`src/rtl/inert_pkg.sv`:
```
// Shared types and command constants for the inertial-sensor SPI sequencer.
package inert_pkg;

  typedef enum logic [2:0] {
    PWR_WAIT,
    CFG,
    CFG_WAIT,
    IDLE,
    RD,
    RD_WAIT,
    PUB
  } inert_state_t;

  // Configuration words, issued once after power-up in index order 0..2.
  localparam logic [15:0] CFG_INT_DRDY = 16'h0D02;
  localparam logic [15:0] CFG_GYRO_ODR = 16'h1160;
  localparam logic [15:0] CFG_ROUNDING = 16'h1440;
  localparam logic [1:0]  CFG_LAST_IDX = 2'd2;

  // Read register addresses, issued per data-ready burst in index order 0..3.
  localparam logic [7:0] RD_PITCH_L = 8'hA2;
  localparam logic [7:0] RD_PITCH_H = 8'hA3;
  localparam logic [7:0] RD_AZ_L    = 8'hAC;
  localparam logic [7:0] RD_AZ_H    = 8'hAD;
  localparam logic [1:0] RD_LAST_IDX = 2'd3;

  function automatic logic [15:0] cfg_cmd(input logic [1:0] idx);
    logic [15:0] c;
    c = 16'h0000;
    case (idx)
      2'd0:    c = CFG_INT_DRDY;
      2'd1:    c = CFG_GYRO_ODR;
      2'd2:    c = CFG_ROUNDING;
      default: c = 16'h0000;
    endcase
    return c;
  endfunction

  // The read command's low byte is a don't-care to the sensor and is driven zero.
  function automatic logic [15:0] rd_cmd(input logic [1:0] idx);
    logic [7:0] addr;
    addr = RD_PITCH_L;
    case (idx)
      2'd0:    addr = RD_PITCH_L;
      2'd1:    addr = RD_PITCH_H;
      2'd2:    addr = RD_AZ_L;
      default: addr = RD_AZ_H;
    endcase
    return {addr, 8'h00};
  endfunction

endpackage

```
`src/rtl/inert_ctrl_int_sync.sv`:
```
// Two-flop synchronizer for the sensor's asynchronous data-ready line.
module int_sync (
  input  logic clk,
  input  logic rst_n,
  input  logic async_in,
  output logic sync_out
);

  logic meta;

  // NOTE: non-blocking assignments make both flops sample on the same edge;
  // blocking ones would collapse the chain into a single stage.
  always_ff @(posedge clk or negedge rst_n) begin
    if (!rst_n) begin
      meta     <= 1'b0;
      sync_out <= 1'b0;
    end else begin
      meta     <= async_in;
      sync_out <= meta;
    end
  end

endmodule

```
`src/rtl/inert_ctrl.sv`:
```
// Sequencer between the 16-bit SPI master and the inertial sensor: power-up
// wait, three configuration writes, then a four-byte read burst per interrupt.
module inert_ctrl
  import inert_pkg::*;
#(
  parameter logic [15:0] INIT_WAIT = 16'hFFFF
) (
  input  logic        clk,
  input  logic        rst_n,
  input  logic        INT,
  input  logic        done,
  input  logic [15:0] rd_data,
  output logic        wrt,
  output logic [15:0] cmd,
  output logic [15:0] ptch_rt,
  output logic [15:0] az,
  output logic        vld
);

  inert_state_t state, state_nxt;
  logic [15:0]  wait_cnt;
  logic [1:0]   idx, idx_nxt;
  logic [7:0]   hold_q [4];
  logic         int_s;
  logic         cap_en;
  logic         pub_load;
  logic         rd_hi_unused;

  // Only the low byte of a read response carries register data.
  assign rd_hi_unused = ^rd_data[15:8];

  int_sync u_int_sync (
    .clk      (clk),
    .rst_n    (rst_n),
    .async_in (INT),
    .sync_out (int_s)
  );

  always_ff @(posedge clk or negedge rst_n) begin
    if (!rst_n) begin
      state <= PWR_WAIT;
      idx   <= 2'd0;
    end else begin
      state <= state_nxt;
      idx   <= idx_nxt;
    end
  end

  always_ff @(posedge clk or negedge rst_n) begin
    if (!rst_n) begin
      wait_cnt <= 16'd0;
    end else if (state == PWR_WAIT) begin
      wait_cnt <= wait_cnt + 16'd1;
    end
  end

  // NOTE: every output of this block gets a default before the case, so no
  // path leaves a signal unassigned and no latch is inferred.
  always_comb begin
    state_nxt = state;
    idx_nxt   = idx;
    wrt       = 1'b0;
    cmd       = 16'h0000;
    vld       = 1'b0;
    cap_en    = 1'b0;
    pub_load  = 1'b0;

    case (state)
      PWR_WAIT: begin
        if (wait_cnt == INIT_WAIT - 16'd1) state_nxt = CFG;
      end

      CFG: begin
        wrt       = 1'b1;
        cmd       = cfg_cmd(idx);
        state_nxt = CFG_WAIT;
      end

      CFG_WAIT: begin
        if (done) begin
          if (idx == CFG_LAST_IDX) begin
            idx_nxt   = 2'd0;
            state_nxt = IDLE;
          end else begin
            idx_nxt   = idx + 2'd1;
            state_nxt = CFG;
          end
        end
      end

      IDLE: begin
        if (int_s) state_nxt = RD;
      end

      RD: begin
        wrt       = 1'b1;
        cmd       = rd_cmd(idx);
        state_nxt = RD_WAIT;
      end

      RD_WAIT: begin
        if (done) begin
          cap_en = 1'b1;
          if (idx == RD_LAST_IDX) begin
            pub_load  = 1'b1;
            state_nxt = PUB;
          end else begin
            idx_nxt   = idx + 2'd1;
            state_nxt = RD;
          end
        end
      end

      PUB: begin
        vld       = 1'b1;
        idx_nxt   = 2'd0;
        state_nxt = IDLE;
      end

      default: begin
        state_nxt = PWR_WAIT;
        idx_nxt   = 2'd0;
      end
    endcase
  end

  // NOTE: the holding bytes are reset so that a burst cut short by reset can
  // never leak stale data into a later publish.
  always_ff @(posedge clk or negedge rst_n) begin
    if (!rst_n) begin
      for (int i = 0; i < 4; i++) hold_q[i] <= 8'h00;
    end else if (cap_en) begin
      hold_q[idx] <= rd_data[7:0];
    end
  end

  // The final byte bypasses its holding register so both words land on the
  // same edge that enters PUB, which is when vld rises.
  always_ff @(posedge clk or negedge rst_n) begin
    if (!rst_n) begin
      ptch_rt <= 16'h0000;
      az      <= 16'h0000;
    end else if (pub_load) begin
      ptch_rt <= {hold_q[1], hold_q[0]};
      az      <= {rd_data[7:0], hold_q[2]};
    end
  end

endmodule
```
`config.mk`:
```
export PLATFORM = sky130hd
export DESIGN_NAME = inert_ctrl
export DESIGN_NICKNAME = d
export VERILOG_FILES = /design/src/rtl/inert_pkg.sv /design/src/rtl/inert_ctrl_int_sync.sv /design/src/rtl/inert_ctrl.sv
export SDC_FILE = /design/constraint.sdc
export NUM_CORES = 1
export LEC_CHECK = 0
export CAP_MARGIN = 20
export CELL_PAD_IN_SITES_DETAIL_PLACEMENT = 2
export CELL_PAD_IN_SITES_GLOBAL_PLACEMENT = 2
export CORE_MARGIN = 2
export CORE_UTILIZATION = 31
export DETAILED_ROUTE_END_ITERATION = 7
export PLACE_DENSITY_LB_ADDON = 0.1
export SETUP_SLACK_MARGIN = 0.2
export SLEW_MARGIN = 25
export SYNTH_ARGS = -nofsm -noshare
export SYNTH_HDL_FRONTEND = slang
export SYNTH_SLANG_ARGS = --single-unit
```
`constraint.sdc`:
```
create_clock -name clk -period 2 [get_ports clk]
set_clock_uncertainty 0.15 [all_clocks]
set_input_delay 0.4 -clock clk [delete_from_list [all_inputs] [get_ports clk]]
set_output_delay 0.4 -clock clk [all_outputs]
set_load 0.1 [all_outputs]
```
==> metrics.csv, run 1 <==
stage;metric;value;unit
power_and_ir_drop;Pwr Density;1179;mW/mm^2
outcome;failing checks;setup timing;
sta;Slew Viols, Final;0;
critical_path;Critical Path AT;1.85;ns
place;placed insts;471;
critical_path;CP max FO;4;
floorplan;die width;109.9;microns
critical_path;worst-path cell chain;inv_4 -> buf_6 -> ha_4 -> nor3b_4 -> buf_12;
drt;DR vias;2576;
floorplan;Initial Util;0.3195;
drt;Detail Route Antenna Nets;0;
yosys;Mean Syn Cell Area;13.28;sq um
yosys;cell taking the most area after synthesis;dfrtp_1;
floorplan;chip height;109.9;microns
cts;H-tree lvl count;3;
global_routing;largest net degree at the start of global routing;31;
global_routing;All-Layer GR Usage;0.2153;
cts;clock slew seen by the registers of the worst setup and hold paths;0.09;ns
floorplan;die area;0.01208;sq mm
sta;Max Fclk;417.1;MHz
floorplan;row cnt;38;
yosys;register area share after synthesis;0.5683;
final_layout;layout filler cell count;951;
critical_path;CP Class;reg -> out;
yosys;post-synth top area share;0.5683;
power_and_ir_drop;Final Total Pwr;0.007204;W
sta;Final Cycle Share;1.199;
yosys;count leader, synth;dfrtp_1;
final_layout;layout cells sized above 1;0.6088;
power_and_ir_drop;Pleak;3.004;nW
worst_hold_path;type of the most critical hold path;reg -> reg;
worst_hold_path;WHS Path Cells;0;
place;hpwl dp;6.076;mm
worst_hold_path;hold endpoint;u_int_sync.sync_out;
drt;initial drt markers;80;
floorplan;I/O pin count;70;
critical_path;reg2reg start;state[0];
critical_path;Startpoint Class;flip-flop;
global_routing;total gr overflow;0;
yosys;Syn Inst Count;262;
global_routing;vias in the first global route;2998;
drt;1st-pass router iterations;4;
place;GP Congestion;0.7107;
cts;worst-case clock buffer depth;2;
yosys;synthesized cell area;0.003478;sq mm
final_layout;Area growth, synth to finish;75.72;%
power_and_ir_drop;Max rail drop VDD;0.9580;mV
cts;Clk Latency, worst-skew pair;0.35;ns
sta;Final setup viols;73;
critical_path;Reg2Reg Depth;6;
floorplan;area of the core;0.01089;sq mm
cts;number of buffers created by CTS;9;
critical_path;crit path max-delay cell type;dfrtp_2;
yosys;Yosys warnings;0;
run;total of max-cap violations;0;
critical_path;Worst path max stage delay;0.47;ns
final_layout;Final nets;410;
drt;drt total wl;13.29;mm
yosys;synth unique cells;40;
final_layout;ANT cells;0;
sta;Setup WS post-layout;-0.3975;ns
yosys;FF+latch count, synth;79;
yosys;synth top area cells;dfrtp_1 57%, mux2_1 9.7%, mux2_2 8.4%;
final_layout;Post-Layout Inst Area;0.006112;sq mm
sta;Min Clock Period, post-route;2.397;ns
cts;CTS sink count;79;
drt;WL/cell;25.26;microns
worst_hold_path;Hold Startpoint;u_int_sync.meta;
yosys;top_reg_cell synth;dfrtp_1;
sta;RSZ-0062 raised after global routing;true;
yosys;number of synthesized flops with an enable pin;0;
critical_path;r2r endpoint;wait_cnt[14];
cts;CTS tree;built;
yosys;commonest cells in the netlist;79 x dfrtp_1, 30 x mux2_1, 26 x mux2_2;
global_routing;initial antenna violation count;0;
outcome;status;finished with violations;
global_routing;first-pass GRT wire length;18.69;mm
place;Placed Area;0.004999;sq mm
drt;DRC Markers;0;
place;I/O Buffers;55;
critical_path;CP endpoint kind;output pin;
critical_path;R2R setup slack;-0.20;ns
sta;Min Hold Slack;0.2352;ns
place;setup slack at placement;-0.08309;ns
cts;clock tree root driver cell;clkbuf_8;
final_layout;fin cells;526;
yosys;Async S/R FF share, synth;1.000;
drt;via/cell ratio;4.897;
sta;final hold vios;0;
critical_path;WP data required;1.45;ns
flip-flops by register name (all words and copies together), names as in the netlist:
register and count:
idx 2, state 3, u_int_sync.meta 1, u_int_sync.sync_out 1
az 16, hold_q 24, wait_cnt 16, ptch_rt 16
timing repair:
action,in CTS,in global routing
hold buffers,1,0
gates resized for setup,105,26
gates cloned,4,0
hold endpoints to repair,28,0
pin swaps,14,14
buffers inserted,20,14
setup endpoints to repair,77,85
routing by layer:
layer | global-route usage | up-vias | part of all wire
li1 | - | 1140 | -
met2 | 0.3795 | 64 | 0.54
met1 | 0.2618 | 1351 | 0.41
met5 | 0 | - | 0
met4 | 0.08228 | 0 | 0.022
met3 | 0.03557 | 21 | 0.024
logic make-up after synthesis:
group	synth area share
xor gates and xnor gates	0.03777
other	0.001078
DFF	0.5683
buffers and inverters	0.03489
muxes	0.1870
adders and majority gates	0.03237
and+or+nand+nor	0.1126
AOI/OAI and AO/OA	0.02590
layout make-up:
cell class | count | area [sq um] | share of cell area
repair buffers | 120 | 1765 | 0.2888
clock inverters | 6 | 91.34 | 0.01494
inverters | 4 | 26.28 | 0.004299
clock buffers | 10 | 127.6 | 0.02088
well taps | 140 | 175.2 | 0.02866
flip-flops and latches | 79 | 1983 | 0.3245
multi-input cells | 167 | 1943 | 0.3179
worst max-delay path, delay by kind of cell, from the launching register on:
kind	cells	cell delay (ns)
and+or+nand+nor	1	0.32
buffers and inverters	3	0.44
adders and majority gates	1	0.25
DFF	1	0.47
placed cells by master, fill, tap and decap left out, drive strengths merged, types with 4 or more instances in the layout:
master,Yosys,routed
buf,13,109
dfrtp,79,79
mux2,56,56
nand2,19,19
clkdlybuf4s50,0,10
clkbuf,4,10
xnor2,10,10
ha,9,9
nor2,9,9
nand3,6,6
conb,1,6
xor2,5,5
and3,4,4
o21ai,4,4
nand2b,4,4
inv,4,4
report_power, final:
group          switching, W  internal, W  leakage, nW
sequential         0.000291      0.00182         1.07
clock              0.000653     0.000714        0.111
combinational       0.00201      0.00171         1.82
stage by stage:
step | utilization | TNS, ns
finish | 0.5614 | -7.498
global route | 0.5614 | -11.78
CTS | 0.5408 | -3.268
detailed placement | 0.4591 | -1.668
global placement | 0.4591 | -0.7639
floorplan | - | -2.541
worst max path at each step:
stage,start,end,slack (ns)
2_1_floorplan,state[2],cmd[11],-0.61
5_1_grt,idx[1],cmd[10],-0.49
6_report,idx[0],cmd[12],-0.40
4_1_cts,idx[1],cmd[10],-0.39
3_3_place_gp,done,ptch_rt[7],-0.03
3_5_place_dp,done,ptch_rt[0],-0.08
(Power assumes the default switching activity.)
==> run 2, diff against run 1 <==
- CORE_ASPECT_RATIO: unset -> 0.8
- GPL_TIMING_DRIVEN: unset -> 0
==> run 2 against run 1 <==
Against the previous run:
- the run still ends with setup timing left
- final area shrank 10%
- global-route usage shrank 2.9 points
- sequential power shrank 2%
- highest routed layer unchanged
- combinational power shrank 12%
- maximum frequency grew 2.6%
- setup slack gained 0.061 ns
- hold slack lost 0.030 ns
==> metrics.csv, run 2 (same netlist as run 1, synthesis figures left out) <==
stage;metric;value;unit;change
floorplan;Initial Util;0.3194;;about the same
cts;CTS sink count;79;;unchanged
critical_path;CP endpoint kind;output pin;;
sta;final hold vios;0;;unchanged
critical_path;Critical Path AT;1.79;ns;-0.06 ns
sta;Setup WS post-layout;-0.3361;ns;+0.06140 ns
cts;H-tree lvl count;3;;unchanged
critical_path;Worst path max stage delay;0.47;ns;about the same
run;total of max-cap violations;0;;unchanged
final_layout;most flop-heavy register;hold_q;;
sta;RSZ-0062 raised after global routing;true;;
final_layout;commonest non-fill, non-tap cells in the layout;75 x dfrtp_1, 40 x mux2_4, 32 x buf_2;;
place;GP Congestion;0.7099;;-0.11%
final_layout;layout filler cell count;1057;;+11%
final_layout;layout cells sized above 1;0.5638;;-0.04498
power_and_ir_drop;combinational group share of total power;0.479;;-0.038
final_layout;commonest non-fill, non-tap cell in the layout;dfrtp_1;;
final_layout;max FFs per register;24;;unchanged
floorplan;die area;0.01209;sq mm;about the same
sta;Min Hold Slack;0.2047;ns;-0.03046 ns
sta;Final TNS setup;-6.641;ns;+0.8567 ns
sta;Slew Viols, Final;0;;unchanged
power_and_ir_drop;Max rail drop VDD;0.6095;mV;-36%
power_and_ir_drop;clock network power share;0.219;;+0.029
sta;Min Clock Period, post-route;2.336;ns;-0.06140 ns
cts;number of buffers created by CTS;9;;unchanged
power_and_ir_drop;Pwr Density;1253;mW/mm^2;+6.3%
power_and_ir_drop;Sw Ratio;0.3931;;-0.01694
power_and_ir_drop;cell internal pwr;0.004161;W;-2.1%
drt;initial drt markers;50;;-38%
global_routing;vias in the first global route;2857;;-4.7%
global_routing;first-pass GRT wire length;16.82;mm;-10%
final_layout;Final nets;400;;-2.4%
critical_path;Startpoint Class;flip-flop;;
outcome;status;finished with violations;;
cts;Clk Latency, worst-skew pair;0.34;ns;about the same
floorplan;die width;122.4;microns;+11%
global_routing;initial antenna violation count;0;;unchanged
sta;Slew @ Worst Pin;0.5143;ns;
drt;Detail Route Antenna Nets;0;;unchanged
cts;clock tree root driver cell;clkbuf_16;;
cts;CTS tree;built;;
global_routing;total gr overflow;0;;unchanged
critical_path;WP data required;1.45;ns;about the same
drt;DRC Markers;0;;unchanged
floorplan;area of the core;0.01089;sq mm;about the same
power_and_ir_drop;Seq pwr share;0.302;;+0.008
sta;Final setup viols;52;;-29%
final_layout;fin cells;520;;-1.1%
worst_hold_path;type of the most critical hold path;reg -> reg;;
floorplan;row cnt;34;;-11%
place;hpwl dp;5.643;mm;-7.1%
power_and_ir_drop;Final Total Pwr;0.006856;W;-4.8%
cts;clock slew seen by the registers of the worst setup and hold paths;0.06;ns;-0.03 ns
global_routing;largest net degree at the start of global routing;47;;+52%
sta;relative slew slack;0.6563;;
outcome;failing checks;setup timing;;
drt;1st-pass router iterations;3;;-1
place;placed insts;467;;-0.85%
drt;DR vias;2450;;-4.9%
sta;Final Cycle Share;1.168;;-0.03070
drt;WL/cell;20.33;microns;-20%
floorplan;chip height;98.75;microns;-10%
critical_path;CP max FO;4;;unchanged
global_routing;All-Layer GR Usage;0.1865;;-0.02880
critical_path;CP Class;reg -> out;;
critical_path;worst-path cell chain;inv_4 -> ha_4 -> nor2_2 -> o32a_1 -> nor2_4 -> buf_12;;
power_and_ir_drop;net switching power;0.002695;W;-8.8%
final_layout;ANT cells;0;;unchanged
drt;via/cell ratio;4.712;;-3.8%
drt;drt total wl;10.57;mm;-20%
place;I/O Buffers;55;;unchanged
sta;Max Fclk;428.1;MHz;+2.6%
power_and_ir_drop;Pleak;2.767;nW;-7.9%
cts;worst-case clock buffer depth;2;;unchanged
floorplan;I/O pin count;70;;unchanged
final_layout;Area growth, synth to finish;57.34;%;
critical_path;crit path max-delay cell type;dfrtp_2;;
==> run 2: layout make-up <==
| class | instances | area (sq um) | share of cell area |
|---|---|---|---|
| clock inverters | 5 | 35.03 | 0.006401 |
| repair buffers | 93 | 943.4 | 0.1724 |
| flip-flops and latches | 79 | 1982 | 0.3621 |
| inverters | 4 | 23.77 | 0.004344 |
| clock buffers | 11 | 232.7 | 0.04252 |
| well taps | 144 | 180.2 | 0.03292 |
| multi-input cells | 167 | 1839 | 0.3361 |
| plain buffers | 17 | 236.5 | 0.04321 |
==> run 2: path summary, 6_finish.rpt <==
check	start	to	slack, ns	cells after the start
worst max register to register	state[0]	hold_q[30]	-0.18	6
worst min-delay path	u_int_sync.meta	u_int_sync.sync_out	0.20	0
max in group asynchronous	rst_n	idx[1]	0.66	3
worst min register to register	u_int_sync.meta	u_int_sync.sync_out	0.20	0
worst max-delay path	idx[0]	cmd[10]	-0.34	6
min in group asynchronous	rst_n	wait_cnt[11]	0.41	2
==> run 2: what timing repair did <==
item	4_1_cts	5_1_grt
pin swaps	13	5
gates resized for setup	332	35
setup endpoints to repair	107	95
hold endpoints to repair	33	0
setup buffers	26	7
hold buffers	1	0
gates cloned	3	0
==> run 2: critical path: cells and delay by family (launching register included) <==
kind | cells | cell delay, ns
AO/OA/AOI/OAI | 1 | 0.32
adder cells (fa/ha/maj) | 1 | 0.18
buffers and inverters | 2 | 0.31
flip-flops | 1 | 0.47
AND/OR/NAND/NOR | 2 | 0.17
==> run 2: power by group through the flow <==
stage	Sequential [W]	Combinational [W]	Clock, W
after CTS	0.00204	0.00307	0.00155
after global routing	0.00210	0.00347	0.00161
after floorplan	0.00206	0.00180	0
after detailed placement	0.00207	0.00233	0
final	0.00207	0.00329	0.00150
after global placement	0.00206	0.00228	0
==> run 2: layer usage <==
| metal | up-vias | routed length, microns | global-route usage |
|---|---|---|---|
| met3 | 14 | 306 | 0.03646 |
| met2 | 44 | 5479 | 0.3047 |
| met5 | - | 0 | 0 |
| met4 | 0 | 187 | 0.07162 |
| met1 | 1280 | 4600 | 0.2446 |
| li1 | 1112 | - | - |
==> run 2: per-stage QoR <==
stage	setup slack, ns	utilization	instance area, sq um
after global placement	-2.874	0.4084	4448
after floorplan	-0.6098	-	3717
final	-0.3361	0.5025	5473
after global routing	-0.4027	0.5025	5473
after CTS	-0.3459	0.4972	5415
after detailed placement	-1.125	0.4107	4473
==> run 3, diff against run 2 <==
==> constraint.sdc (replaced) <==
create_clock -name clk -period 2 [get_ports clk]
set_clock_uncertainty 0.15 [all_clocks]
set_input_delay 0.4 -clock clk [delete_from_list [all_inputs] [get_ports clk]]
set_output_delay 0.4 -clock clk [all_outputs]
set_load 0.05 [all_outputs]
==> run 3 against run 2 <==
Against the previous run:
- the flow still finishes with violations (setup timing)
- total power shrank 3.0%
- critical path depth is the same
- first-iteration DRC count grew to 2.8 times the previous value
- routed wire length grew 9.5%
- global-route usage shrank 0.24 points
- sequential cell count is the same
- combinational power shrank 7.3%
- hold slack gained 0.044 ns
- critical path type unchanged
- critical endpoint unchanged
==> metrics.csv, run 3 (same netlist as run 1, synthesis figures left out) <==
stage;metric;value;unit;change
floorplan;area of the core;0.01089;sq mm;unchanged
drt;1st-pass router iterations;4;;+1
drt;DR vias;2569;;+4.9%
global_routing;total gr overflow;0;;unchanged
cts;H-tree lvl count;3;;unchanged
final_layout;Area growth, synth to finish;64.60;%;
floorplan;chip height;98.75;microns;unchanged
power_and_ir_drop;Pwr Density;1162;mW/mm^2;-7.3%
final_layout;fin cells;530;;+1.9%
critical_path;CP endpoint kind;output pin;;
power_and_ir_drop;cell internal pwr;0.004181;W;+0.49%
power_and_ir_drop;clock network power share;0.230;;+0.011
floorplan;die width;122.4;microns;unchanged
global_routing;GR Util met1;0.2457;;+0.001177
place;I/O Buffers;55;;unchanged
sta;final hold vios;0;;unchanged
global_routing;initial antenna violation count;0;;unchanged
global_routing;gr busiest metal;met2;;
power_and_ir_drop;combinational group share of total power;0.458;;-0.021
cts;number of buffers created by CTS;9;;unchanged
final_layout;register area;0.001982;sq mm;unchanged
global_routing;largest net degree at the start of global routing;53;;+13%
drt;DRC Markers;0;;unchanged
place;GP Congestion;0.7283;;+2.6%
outcome;status;finished with violations;;
global_routing;met2 Use GR;0.2983;;-0.006410
cts;CTS sink count;79;;unchanged
critical_path;Startpoint Class;flip-flop;;
global_routing;first-pass GRT wire length;16.62;mm;-1.2%
drt;via/cell ratio;4.847;;+2.9%
critical_path;WP data required;1.45;ns;about the same
drt;drt total wl;11.58;mm;+9.5%
sta;Final setup viols;45;;-13%
power_and_ir_drop;Pleak;2.864;nW;+3.5%
final_layout;layout filler cell count;1010;;-4.4%
final_layout;commonest non-fill, non-tap cells in the layout;75 x dfrtp_1, 56 x mux2_4, 29 x buf_6;;
run;total of max-cap violations;0;;unchanged
floorplan;die area;0.01209;sq mm;unchanged
worst_hold_path;type of the most critical hold path;reg -> reg;;
power_and_ir_drop;net switching power;0.002470;W;-8.3%
final_layout;most flop-heavy register;hold_q;;
sta;Max Fclk;438.5;MHz;+2.4%
floorplan;I/O pin count;70;;unchanged
final_layout;commonest non-fill, non-tap cell in the layout;dfrtp_1;;
power_and_ir_drop;Max rail drop VDD;0.6599;mV;+8.3%
global_routing;met3 Use GR;0.03935;;+0.002894
sta;relative slew slack;0.6558;;about the same
outcome;failing checks;setup timing;;
global_routing;vias in the first global route;2858;;+0.035%
sta;Slew Viols, Final;0;;unchanged
sta;RSZ-0062 raised after global routing;true;;
floorplan;row cnt;34;;unchanged
critical_path;CP Class;reg -> out;;
final_layout;max FFs per register;24;;unchanged
sta;Final Cycle Share;1.140;;-0.02774
critical_path;CP max FO;3;;-1
floorplan;Initial Util;0.3194;;unchanged
cts;worst-case clock buffer depth;2;;unchanged
sta;Slew @ Worst Pin;0.5183;ns;+0.003999 ns
drt;initial drt markers;140;;+180%
drt;Detail Route Antenna Nets;0;;unchanged
place;hpwl dp;5.909;mm;+4.7%
cts;CTS tree;built;;
place;placed insts;467;;unchanged
cts;clock tree root driver cell;clkbuf_16;;
sta;Setup WS post-layout;-0.2806;ns;+0.05547 ns
power_and_ir_drop;Sw Ratio;0.3713;;-0.02173
final_layout;Final nets;411;;+2.8%
final_layout;layout cells sized above 1;0.5415;;-0.02238
global_routing;All-Layer GR Usage;0.1841;;-0.002405
power_and_ir_drop;Seq pwr share;0.312;;+0.010
final_layout;ANT cells;0;;unchanged
sta;Min Clock Period, post-route;2.281;ns;-0.05547 ns
critical_path;Critical Path AT;1.73;ns;-0.06 ns
drt;WL/cell;21.85;microns;+7.4%
sta;Min Hold Slack;0.2485;ns;+0.04376 ns
cts;Clk Latency, worst-skew pair;0.34;ns;about the same
final_layout;area taken by multi-input logic gates;0.001957;sq mm;+6.4%
cts;clock slew seen by the registers of the worst setup and hold paths;0.06;ns;about the same
## run 3: cell count changes in the layout (fill, tap and decap cells not counted), moves of 3 or more
cell,change
buf_2,-32
buf_8,+4
clkdlybuf4s15_1,+16
dlygate4sd2_1,+5
nand2_1,-3
buf_6,+20
mux2_2,-16
buf_12,-13
mux2_4,+16
clkbuf_2,+12
## run 3: per-stage QoR
stage	setup TNS (ns)	cell area, sq um	utilization	power (W)	setup WS [ns]
finish	-2.983	5725	0.5257	0.006651	-0.2806
global route	-5.188	5725	0.5257	0.006939	-0.3338
CTS	-2.767	5411	0.4969	0.006052	-0.3108
detailed placement	-28.30	4443	0.4080	0.003977	-0.7337
global placement	-231.06	4418	0.4057	0.003901	-2.893
floorplan	-0.2815	3687	-	0.003435	-0.1129
## run 3: worst paths after layout
path | slack [ns] | startpoint | endpoint | cells after the start
min | 0.25 | u_int_sync.meta | u_int_sync.sync_out | 0
max in group asynchronous | 0.72 | rst_n | az[5] | 3
max reg2reg | -0.10 | state[0] | ptch_rt[1] | 9
max | -0.28 | idx[1] | cmd[10] | 6
min reg2reg | 0.25 | u_int_sync.meta | u_int_sync.sync_out | 0
min in group asynchronous | 0.38 | rst_n | wait_cnt[0] | 2
## run 3: layer usage
| metal | wire (microns) | vias up |
|---|---|---|
| li1 | - | 1141 |
| met1 | 4887 | 1359 |
| met2 | 6097 | 47 |
| met3 | 296 | 22 |
| met4 | 297 | 0 |
| met5 | 0 | - |
## run 3: layout make-up
type,instances,share of cell area
tap,144,0.03147
sequential,79,0.3462
buffer,17,0.03977
timing repair buffer,104,0.1882
clock inverter,5,0.005900
multi-input combinational,167,0.3418
inverter,4,0.005026
clock buffer,10,0.04174
## run 3: critical path, stage by stage (launching register included)
cell and delay (ns):
dfrtp_2 0.46, buf_12 0.13, ha_4 0.16, nor2_2 0.05
o32a_1 0.33, nor2_4 0.11, buf_8 0.15
## run 3: power groups by stage
stage | clock, W | combinational, W | sequential (W)
global route | 0.00164 | 0.00320 | 0.00210
floorplan | 0 | 0.00140 | 0.00203
global placement | 0 | 0.00184 | 0.00206
detailed placement | 0 | 0.00190 | 0.00208
CTS | 0.00156 | 0.00245 | 0.00205
finish | 0.00153 | 0.00305 | 0.00207
## run 3: timing repair
action	in CTS	in global routing
gates resized for setup	226	87
pin swaps	19	20
hold buffers	1	0
cloned	3	0
endpoints found under the hold margin	27	0
endpoints found under the setup margin	108	109
buffers inserted	29	15
